<file path="src/rtl/pkmc_sdramctrl_cmdseq.sv">
// SDRAM command sequencer: power-up init, periodic auto-refresh and single-burst
// read/write accesses with auto-precharge, emitting registered one-cycle command strobes.
module pkmc_sdramctrl_cmdseq #(
  parameter int unsigned ADDRLEN      = 26,
  parameter int unsigned T_INIT       = 20000,
  parameter int unsigned T_RP         = 3,
  parameter int unsigned T_RFC        = 7,
  parameter int unsigned T_MRD        = 2,
  parameter int unsigned T_RCD        = 3,
  parameter int unsigned CAS_LAT      = 2,
  parameter int unsigned BURST_LEN    = 4,
  parameter int unsigned T_WR         = 2,
  parameter int unsigned REF_INTERVAL = 780
) (
  input  logic               clk_i,
  input  logic               rst_n_i,
  input  logic               req_i,
  input  logic               we_i,
  input  logic [ADDRLEN-1:0] addr_i,
  output logic [ADDRLEN-1:0] addr_o,
  output logic               prechCmd_o,
  output logic               activeCmd_o,
  output logic               readCmd_o,
  output logic               writeCmd_o,
  output logic               lmrCmd_o,
  output logic               refCmd_o,
  output logic               apc_o,
  output logic               all_one_o,
  output logic               wrData_o,
  output logic               rdValid_o,
  output logic               ack_o,
  output logic               initDone_o
);

  // Tail lengths: counter value loaded with the READ/WRITE command so that it reaches 0 in
  // the cycle that decides the next command.
  localparam int unsigned RdTail = CAS_LAT + BURST_LEN + T_RP - 1;
  localparam int unsigned WrTail = BURST_LEN + T_WR + T_RP - 2;
  localparam int unsigned Max0   = (T_INIT > REF_INTERVAL) ? T_INIT : REF_INTERVAL;
  localparam int unsigned Max1   = (Max0 > RdTail + 1) ? Max0 : RdTail + 1;
  localparam int unsigned CntMax = (Max1 > WrTail + 1) ? Max1 : WrTail + 1;
  localparam int unsigned CntW   = $clog2(CntMax + 1);

  typedef enum logic [3:0] {
    StInitWait, StInitPre, StInitRef1, StInitRef2, StInitLmr,
    StIdle, StRefWait, StActWait, StRead, StWrite
  } state_e;

  typedef enum logic [2:0] {
    CmdNone, CmdPre, CmdAct, CmdRd, CmdWr, CmdLmr, CmdRef
  } cmd_e;

  state_e             state_q, state_d;
  cmd_e               cmd;
  logic [CntW-1:0]    cnt_q, cnt_d;
  logic [CntW-1:0]    ref_cnt_q, ref_cnt_d;
  logic               ref_pend_q, ref_pend_d;
  logic               we_q, we_d;
  logic [ADDRLEN-1:0] addr_q, addr_d;
  logic               cnt_zero, ref_tick, ref_due, decide;

  logic prech_d, act_d, rd_d, wr_d, lmr_d, ref_d, apc_d, all_one_d;
  logic wrdata_d, rdvalid_d, ack_d, init_done_d;
  logic prech_q, act_q, rd_q, wr_q, lmr_q, ref_q, apc_q, all_one_q;
  logic wrdata_q, rdvalid_q, ack_q, init_done_q;

  assign cnt_zero = (cnt_q == '0);
  assign ref_tick = init_done_q && (ref_cnt_q == '0);
  assign ref_due  = ref_pend_q || ref_tick;
  // The final wait cycle after a refresh or an access doubles as an IDLE decision slot.
  assign decide   = (state_q == StIdle) ||
                    (cnt_zero && (state_q inside {StRefWait, StRead, StWrite}));

  always_ff @(posedge clk_i or negedge rst_n_i) begin
    if (!rst_n_i) begin
      state_q     <= StInitWait;
      cnt_q       <= CntW'(T_INIT - 1);
      ref_cnt_q   <= CntW'(REF_INTERVAL - 1);
      ref_pend_q  <= 1'b0;
      we_q        <= 1'b0;
      addr_q      <= '0;
      prech_q     <= 1'b0;
      act_q       <= 1'b0;
      rd_q        <= 1'b0;
      wr_q        <= 1'b0;
      lmr_q       <= 1'b0;
      ref_q       <= 1'b0;
      apc_q       <= 1'b0;
      all_one_q   <= 1'b0;
      wrdata_q    <= 1'b0;
      rdvalid_q   <= 1'b0;
      ack_q       <= 1'b0;
      init_done_q <= 1'b0;
    end else begin
      state_q     <= state_d;
      cnt_q       <= cnt_d;
      ref_cnt_q   <= ref_cnt_d;
      ref_pend_q  <= ref_pend_d;
      we_q        <= we_d;
      addr_q      <= addr_d;
      prech_q     <= prech_d;
      act_q       <= act_d;
      rd_q        <= rd_d;
      wr_q        <= wr_d;
      lmr_q       <= lmr_d;
      ref_q       <= ref_d;
      apc_q       <= apc_d;
      all_one_q   <= all_one_d;
      wrdata_q    <= wrdata_d;
      rdvalid_q   <= rdvalid_d;
      ack_q       <= ack_d;
      init_done_q <= init_done_d;
    end
  end

  always_comb begin
    state_d    = state_q;
    cnt_d      = cnt_q;
    cmd        = CmdNone;
    we_d       = we_q;
    addr_d     = addr_q;
    ref_pend_d = ref_pend_q || ref_tick;
    ref_cnt_d  = ref_cnt_q;

    if (init_done_q) begin
      ref_cnt_d = (ref_cnt_q == '0) ? CntW'(REF_INTERVAL - 1) : ref_cnt_q - CntW'(1);
    end

    case (state_q)
      StInitWait: begin
        if (cnt_zero) begin
          cmd     = CmdPre;
          cnt_d   = CntW'(T_RP - 1);
          state_d = StInitPre;
        end else begin
          cnt_d = cnt_q - CntW'(1);
        end
      end
      StInitPre: begin
        if (cnt_zero) begin
          cmd     = CmdRef;
          cnt_d   = CntW'(T_RFC - 1);
          state_d = StInitRef1;
        end else begin
          cnt_d = cnt_q - CntW'(1);
        end
      end
      StInitRef1: begin
        if (cnt_zero) begin
          cmd     = CmdRef;
          cnt_d   = CntW'(T_RFC - 1);
          state_d = StInitRef2;
        end else begin
          cnt_d = cnt_q - CntW'(1);
        end
      end
      StInitRef2: begin
        if (cnt_zero) begin
          cmd     = CmdLmr;
          cnt_d   = CntW'(T_MRD - 1);
          state_d = StInitLmr;
        end else begin
          cnt_d = cnt_q - CntW'(1);
        end
      end
      StInitLmr: begin
        if (cnt_zero) begin
          state_d = StIdle;
        end else begin
          cnt_d = cnt_q - CntW'(1);
        end
      end
      StActWait: begin
        if (cnt_zero) begin
          cmd     = we_q ? CmdWr : CmdRd;
          cnt_d   = we_q ? CntW'(WrTail) : CntW'(RdTail);
          state_d = we_q ? StWrite : StRead;
        end else begin
          cnt_d = cnt_q - CntW'(1);
        end
      end
      StRefWait, StRead, StWrite: begin
        if (!cnt_zero) begin
          cnt_d = cnt_q - CntW'(1);
        end
      end
      StIdle: ;
      default: state_d = StInitWait;
    endcase

    // Refresh always wins over a waiting request.
    if (decide) begin
      if (ref_due) begin
        cmd        = CmdRef;
        cnt_d      = CntW'(T_RFC - 1);
        state_d    = StRefWait;
        ref_pend_d = 1'b0;
      end else if (req_i) begin
        cmd     = CmdAct;
        addr_d  = addr_i;
        we_d    = we_i;
        cnt_d   = CntW'(T_RCD - 1);
        state_d = StActWait;
      end else begin
        state_d = StIdle;
      end
    end
  end

  always_comb begin
    prech_d     = (cmd == CmdPre);
    act_d       = (cmd == CmdAct);
    rd_d        = (cmd == CmdRd);
    wr_d        = (cmd == CmdWr);
    lmr_d       = (cmd == CmdLmr);
    ref_d       = (cmd == CmdRef);
    apc_d       = rd_d || wr_d;
    all_one_d   = prech_d;
    wrdata_d    = wr_d || ((state_q == StWrite) && (cnt_q >= CntW'(T_WR + T_RP)));
    rdvalid_d   = (state_q == StRead) && (cnt_q > CntW'(T_RP)) &&
                  (cnt_q <= CntW'(T_RP + BURST_LEN));
    ack_d       = ((state_q == StRead) && (cnt_q == CntW'(T_RP))) ||
                  ((state_q == StWrite) && (cnt_q == CntW'(T_WR + T_RP - 1)));
    init_done_d = init_done_q || ((state_q == StInitLmr) && cnt_zero);
  end

  assign addr_o      = addr_q;
  assign prechCmd_o  = prech_q;
  assign activeCmd_o = act_q;
  assign readCmd_o   = rd_q;
  assign writeCmd_o  = wr_q;
  assign lmrCmd_o    = lmr_q;
  assign refCmd_o    = ref_q;
  assign apc_o       = apc_q;
  assign all_one_o   = all_one_q;
  assign wrData_o    = wrdata_q;
  assign rdValid_o   = rdvalid_q;
  assign ack_o       = ack_q;
  assign initDone_o  = init_done_q;

endmodule

</file>
<file path="config.mk">
export PLATFORM = sky130hd
export DESIGN_NAME = pkmc_sdramctrl_cmdseq
export DESIGN_NICKNAME = d
export VERILOG_FILES = /design/src/rtl/pkmc_sdramctrl_cmdseq.sv
export SDC_FILE = /design/constraint.sdc
export NUM_CORES = 1
export LEC_CHECK = 0
export BUFFER_PORTS_ARGS = -buffer_cell sky130_fd_sc_hd__buf_2
export CAP_MARGIN = 20
export CORE_UTILIZATION = 55
export DETAILED_ROUTE_END_ITERATION = 10
export PLACE_DENSITY = 0.89
export SLEW_MARGIN = 20
export SYNTH_ARGS = -nofsm -noshare
export SYNTH_HDL_FRONTEND = slang
export SYNTH_SLANG_ARGS = --single-unit
</file>
<file path="constraint.sdc">
create_clock -name clk_i -period 5.05 [get_ports clk_i]
set_input_delay 0.7575 -clock clk_i [delete_from_list [all_inputs] [get_ports clk_i]]
set_output_delay 0.7575 -clock clk_i [all_outputs]
set_load 0.01 [all_outputs]
</file>
# Yosys cells after proc, flatten, opt, wreduce, memory -nomap -nowiden
# Cells that the tools add are included.
# word_totals
ff_bits	73
latchBits	0
mem_bits_rw	0
mem_bits_ro	0
input_bits	30
output_inout_bits	38
word_cells	102
n_memories	0
# op_classes
add_sub_neg	2
n_mul	0
n_div	0
order_cmp	3
n_eq_ne	24
shift	0
mux	32
n_bitwise	1
reduce_logical	23
# ops
operator	count
$mux 15	9
$pmux 15 s5	1
$mux 4	8
$logic_not 15->1	2
$sub 15x1->15 const B	2
$pmux 4 s7	1
$mux 3	7
$ne 3x3->1 const B	6
$eq 4x3->1 const B	4
$eq 15x2->1 const B	1
$eq 15x3->1 const B	1
$ge 15x3->1 const B	1
$gt 15x2->1 const B	1
$le 15x3->1 const B	1
$pmux 3 s4	1
$eq 3x3->1 const B	3
$eq 4x2->1 const B	2
$eq 4x4->1 const B	2
$logic_and 1x1->1	8
$reduce_or 4->1	2
$reduce_and 7->1	1
$eq 3x2->1 const B	2
$logic_or 1x1->1	6
$eq 4x1->1 const B	1
9 further kinds	12

# Depth between registers and ports, before layout
# Gate-level depths: netlist of run 1.
# depth
ltp_word	8
mapped_depth	12
depth_no_buf	11

# Least setup slack after synthesis of run 1
# Ideal clock, no wire load.
# synth_timing
path_type	flip-flop to flip-flop
from	register cnt_q[11]
to	register cnt_q[0]
setup_ps	98
arrival_time_ps	2621
t_required_ps	4952
setup_slack_ps	2331
path_stages_with_launch	11
n_path_buf	1
period_less_slack_ps	2719
cell_sequence	dfstp_2 or4_4 or4_4 nor2_4 inv_1 buf_2 ha_1 nand2_1 a22o_1 o21ai_0 a221oi_1
# synth_between
elab_chain_len	6
elab_cells_between_ends	12
classes_between	mux (9); reduce/logical (3)
# synth_rtl
element	line_no	source
start, declared	55	logic [CntW-1:0] cnt_q, cnt_d;
start signal, assigned	77	cnt_q <= CntW'(T_INIT - 1);
start signal, assigned	96	cnt_q <= cnt_d;
$logic_not 15->1 (*)	67	assign cnt_zero = (cnt_q == '0);
$mux 15, on equally long branches	-	
$pmux 15 s5	129	case (state_q)
$mux 15	198	end else if (req_i) begin
$mux 15	193	if (ref_due) begin
$mux 15 (*)	192	if (decide) begin
via cnt_d[0]	55	
# Mark *: on every way through the listed nets, which the timed path passes. The rest lies on a longest branch.
# A chain may end at the register's enable or synchronous reset.

# Worst setup path in the final report of run 1
# layout_timing
from	register cnt_q[9]
to	register cnt_q[0]
# The elaborated chain is that of the path after synthesis.

==> flow_metrics.tcl, run 1 <==
set metrics [dict create \
    outcome "completed" \
    ys_ff_latch 73 \
    leakage_nw 2.07 \
    post_cts_resized 0 \
    finClkSkew_ns 0.0108 \
    yosys.area_share.adder_pct 2.29 \
    die-width_um 85.4 \
    fmax_ghz 0.324 \
    critPathTopFamily "simple AND/OR/NAND/NOR gates" \
    avgRoutedWirePerCell_um 16.3 \
    tightest_slew_ns 1.07 \
    synth_fp_nets 388 \
    hold_viol 0 \
    port_buffers 67 \
    grt_pass1_vias 2805 \
    cap_violations 0 \
    yosys-top-cells-count "dfrtp_1, nor2_1, mux2_4, nand2_1" \
    worstPathMaxFanout 15 \
    path_clk_slew_ns 0.09 \
    final_nets 452 \
    fin_area_mm2 0.00440 \
    antenna_found_initial 0 \
    path_class "register to register" \
    synth_ff_type "dfrtp_1" \
    synthCells 351 \
    synth.area.mux_share_pct 11.2 \
    fin_hold_ws_ns 0.510 \
    worst-path-buf-inv 1 \
    synthSimpleGateAreaFrac_pct 19.9 \
    post-synth-top-area-fraction_pct 38.6 \
    grt_util_all_layers_pct 23.5 \
    fp.coreArea_mm2 0.00676 \
    slowest_stage "or4_4" \
    crit_arrival_ns 3.33 \
    clockBufferDepth 2 \
    synth_top_family_by_area "simple AND/OR/NAND/NOR gates" \
    first_pass_iters 5 \
    ir_worst_vdd_mv 0.214 \
    cts_tree "done" \
    postCtsSetupBuffers 0 \
    ios 68 \
    drt_iter0_drc 293 \
    syn_area_mm2 0.00382 \
    gp_congestion 0.905 \
    slew_violations 0 \
    grt_pass1_wl_um 13400 \
    viasPerCell 6.05 \
    hold_buffers 0 \
    routed_wirelength_um 8140 \
    cts_made_buffers 9 \
    finalWorstPathRequiredPeriod_ns 3.09 \
    relSlewSlack_pct 28.8 \
    h-tree-depth 3 \
    worstPathRequired_ns 5.29 \
    initial_core_util_pct 56.6 \
    syn_to_final_growth_pct 15.2 \
    antenna_cells 0 \
    grt_overflow 0 \
    yosysSeqAreaShare_pct 48.2 \
    ys_top_cells_by_area "dfrtp_1, dfstp_2, mux2_4, nor2_1, mux2_2" \
    clkSinkCount 73 \
    yosysMostFrequentCell "dfrtp_1" \
    fin_tns_setup_ns 0 \
    via_count 3023 \
    synth_compound_area_share_pct 11.4 \
    setup_viol 0 \
    hp-class "register to register" \
    synth_edf_count 0 \
    synth_cell_types 65 \
    clock_latency_ns 0.35 \
    grt_max_degree 74 \
    root_buffer "clkbuf_8" \
    ant_nets 0 \
    drcViolationCount 0 \
    hpwl_um 5450 \
    critPathLaunchType "register" \
    postPlaceCellArea_mm2 0.00417 \
    rows 30 \
    fp.dieH_um 85.4 \
    min_period_over_period_pct 61.2 \
    path_cells "or4_4 > or4_4 > nor2_4 > inv_1 > ha_1 > o21ai_0 > a22o_1 > o21ai_0 > a221oi_1" \
    synth.avg_cell_area_um2 10.9 \
    cp-end-kind "register" \
    dieArea_mm2 0.00729 \
    cellPowerDensity_mw_per_mm2 350 \
    synthXorXnorAreaFrac_pct 3.44 \
    cp_slowest_stage_delay_ns 0.56 \
    ys_warn_count 0 \
    synth_area_leader_cell "dfrtp_1" \
    drive_above_1_share_pct 33.8 \
    ys_async_sr_fraction_pct 100 \
    r2r_setup_slack_ns 1.96 \
    rsz0062_at_grt "no" \
]
## layout make-up
class | count | area (um^2)
fill | 507 | 2350
multi-input combinational | 252 | 1850
tap | 80 | 100
clock buffer | 9 | 124
sequential | 73 | 1840
timing repair buffer | 69 | 350
clock inverter | 7 | 100
inverter | 10 | 37.5
## per-stage QoR
stage	power, mW	std cells	setup WS [ns]	util (%)
global route	1.62	500	1.81	65.2
detailed placement	1.03	484	2.03	61.8
finish	1.54	500	1.96	65.2
global placement	1.01	484	2.20	61.8
CTS	1.54	500	2.02	65.1
floorplan	0.934	351	2.33	-
## kinds of logic (layout without fill, tap and decap cells)
family,Yosys count,count (layout)
compound gates,62,62
xor+xnor,15,15
fa+ha+maj,7,7
buf+inv,26,95
flops,73,73
mux,32,32
simple gates,136,136
## sequential cells by signal, indices dropped and copies added (netlist names), 4 cells and up
register and count:
state_q 4, ref_cnt_q 15, cnt_q 15, addr_o 26
## worst paths after layout
path,from,depth (start not counted),endpoint
max in group asynchronous,rst_n_i,2,ref_cnt_q[12]
max,cnt_q[9],9,cnt_q[0]
min in group asynchronous,rst_n_i,2,state_q[1]
min reg2reg,addr_o[16],1,addr_o[16]
min,addr_o[16],1,addr_o[16]
max reg2reg,cnt_q[9],9,cnt_q[0]
## power by group
part / leakage [nW] / switching [mW] / total [mW] / internal, mW
logic: 1.01 / 0.157 / 0.286 / 0.129
registers: 0.953 / 0.0805 / 0.743 / 0.662
clock network: 0.102 / 0.232 / 0.514 / 0.281
total: 2.07 / 0.470 / 1.54 / 1.07
## cells in the final DEF (no fill, tap or decap), types with 3 or more instances in the layout
cell / instances
ha_1: 7
nor4_1: 7
o41ai_1: 3
or4_1: 4
mux2i_1: 4
o22ai_1: 3
dfrtp_1: 59
buf_2: 67
or3_1: 8
a211oi_1: 3
o31a_1: 3
a21oi_1: 15
nand2_1: 19
nand2b_1: 9
or2_2: 5
xor2_1: 5
clkbuf_8: 9
o21ai_0: 12
nor3b_1: 4
clkinvlp_4: 3
nor2b_1: 4
dfstp_2: 14
nor3_1: 15
mux2_4: 19
nor2_1: 34
nand3_1: 6
mux2_2: 9
or4_4: 4
inv_1: 10
xnor2_1: 10
## metal layers
metal / wire [um] / vias up / track usage, %
met5: 0 / - / 0
met4: 178 / 0 / 12.6
met3: 472 / 22 / 3.40
met2: 3840 / 155 / 36.4
met1: 3650 / 1441 / 32.3
li1: - / 1405 / -
(Power assumes the default switching activity.)
==> run 2: changes to the inputs <==
==> constraint.sdc (replaced) <==
create_clock -name clk_i -period 3.2 [get_ports clk_i]
set_input_delay 0.48 -clock clk_i [delete_from_list [all_inputs] [get_ports clk_i]]
set_output_delay 0.48 -clock clk_i [all_outputs]
set_load 0.01 [all_outputs]
==> run 2 against run 1 <==
  * Maximum frequency up 5.4%
  * Final area grew 1.1%
  * Non-clock buffer count rose by 12
  * Clock power increased by 28%
  * Die area stayed put
  * Critical endpoint unchanged
  * Sequential cell count unchanged
==> flow_metrics.tcl, run 2 (synthesis results as in run 1) <==
set metrics [dict create \
    grt_overflow 0 \
    critPathTopFamily "simple AND/OR/NAND/NOR gates" \
    endpoint "cnt_q[0]" \
    cp-end-kind "register" \
    leakage_nw 2.12 \
    r2r_setup_slack_ns 0.27 \
    postCtsSetupBuffers 0 \
    r2r_cells 9 \
    dieArea_mm2 0.00729 \
    finClkSkew_ns 0.0158 \
    cellPowerDensity_mw_per_mm2 511 \
    clockBufferDepth 2 \
    ant_nets 0 \
    post_cts_resized 0 \
    path_clk_slew_ns 0.09 \
    hold_viol 0 \
    outcome "completed" \
    grt_util_all_layers_pct 25.2 \
    p_sw_mw 0.739 \
    p_int_mw 1.54 \
    slowest_stage "or4_4" \
    fp.coreArea_mm2 0.00676 \
    worst-path-buf-inv 1 \
    antenna_found_initial 0 \
    final_cell_mix "buf_2, dfrtp_1, nor2_1, nand2_1, mux2_4" \
    cts_tree "done" \
    p_sw_share_pct 32.5 \
    tightest_slew_ns 0.853 \
    cap_violations 0 \
    min_period_over_period_pct 91.6 \
    final_nets 464 \
    grt_pass1_vias 3043 \
    root_buffer "clkbuf_8" \
    slew_violations 0 \
    die-width_um 85.4 \
    gp_congestion 0.869 \
    grt_max_degree 38 \
    fmax_ghz 0.341 \
    drcViolationCount 0 \
    port_buffers 67 \
    path_cells "or4_4 > or4_4 > nor2_4 > inv_1 > ha_1 > o21ai_0 > a22o_1 > o21ai_0 > a221oi_1" \
    h-tree-depth 3 \
    hold_buffers 0 \
    worstPathRequired_ns 3.44 \
    hp-class "input pin to asynchronous set/reset pin" \
    crit_arrival_ns 3.18 \
    power_frac_seq_pct 51.3 \
    finalWorstPathRequiredPeriod_ns 2.93 \
    drive_above_1_share_pct 35.4 \
    drt_iter0_drc 235 \
    cts_made_buffers 9 \
    reg2reg_to "cnt_q[0]" \
    avgRoutedWirePerCell_um 16.7 \
    relSlewSlack_pct 43.1 \
    first_pass_iters 5 \
    routed_wirelength_um 8550 \
    setup_viol 0 \
    critPathLaunchType "register" \
    p_clk_share_pct 28.8 \
    path_class "register to register" \
    cp_slowest_stage_delay_ns 0.57 \
    ir_worst_vdd_mv 0.321 \
    initial_core_util_pct 56.6 \
    antenna_cells 0 \
    viasPerCell 5.98 \
    hpwl_um 6000 \
    clock_latency_ns 0.36 \
    fin_tns_setup_ns 0 \
    worstSetupStartpoint "cnt_q[11]" \
    rows 30 \
    via_count 3060 \
    ios 68 \
    layout_commonest_cell "buf_2" \
    fp.dieH_um 85.4 \
    worst-path-stages 9 \
    rsz0062_at_grt "no" \
    final_core_util_pct 65.9 \
    largest_register_ffs 26 \
    r2r_start "cnt_q[11]" \
    syn_to_final_growth_pct 16.5 \
    combinationalPowerShare_pct 19.9 \
    worstPathMaxFanout 9 \
    grt_pass1_wl_um 14200 \
    clkSinkCount 73 \
]
run 2: changes by cell type in the layout (fill, tap and decap cells not counted), sizes merged:
cell,before,now
inv,12,13
bufinv,2,0
clkinv,0,3
clkinvlp,3,1
buf,69,81
run 2: cell type report:
| type | instances | area, um^2 |
|---|---|---|
| clock buffer | 9 | 124 |
| fill | 515 | 2300 |
| inverter | 10 | 37.5 |
| timing repair buffer | 81 | 453 |
| multi-input combinational | 252 | 1840 |
| clock inverter | 7 | 52.6 |
| tap | 80 | 100 |
| sequential | 73 | 1840 |
run 2: per-layer routing:
| metal | share of wire [%] | routed length [um] | track usage [%] |
|---|---|---|---|
| met5 | 0 | 0 | 0 |
| met4 | 2.8 | 241 | 12.7 |
| met3 | 6.6 | 565 | 6.91 |
| met2 | 48 | 4070 | 40.4 |
| met1 | 43 | 3670 | 31.6 |
run 2: worst min-delay path by stage:
| stage | end | slack [ns] | cells past startpoint |
|---|---|---|---|
| finish | state_q[3] | 0.24 | 1 |
| global route | addr_o[0] | 0.29 | 1 |
| CTS | addr_o[18] | 0.25 | 1 |
| detailed placement | addr_o[22] | 0.49 | 1 |
| global placement | cnt_q[9] | 0.49 | 2 |
| floorplan | ack_o | 0.18 | 0 |
run 2: power groups by stage:
| stage | clock [mW] | combinational [mW] | sequential (mW) |
|---|---|---|---|
| after floorplan | 0 | 0.330 | 1.14 |
| after global placement | 0 | 0.417 | 1.17 |
| after detailed placement | 0 | 0.445 | 1.18 |
| after CTS | 0.668 | 0.448 | 1.16 |
| after global routing | 0.705 | 0.503 | 1.18 |
| final | 0.657 | 0.453 | 1.17 |
run 2: stage by stage:
stage / cell area [um^2] / hold WS (ns) / power (mW) / std cells / worst slack (ns)
3_5_place_dp: 4280 / 0.494 / 1.62 / 496 / 0.377
3_3_place_gp: 4280 / 0.486 / 1.59 / 496 / 0.444
6_report: 4450 / 0.237 / 2.28 / 512 / 0.268
5_1_grt: 4450 / 0.290 / 2.39 / 512 / 0.140
4_1_cts: 4450 / 0.250 / 2.28 / 512 / 0.331
2_1_floorplan: 3820 / 0.184 / 1.47 / 351 / 0.481
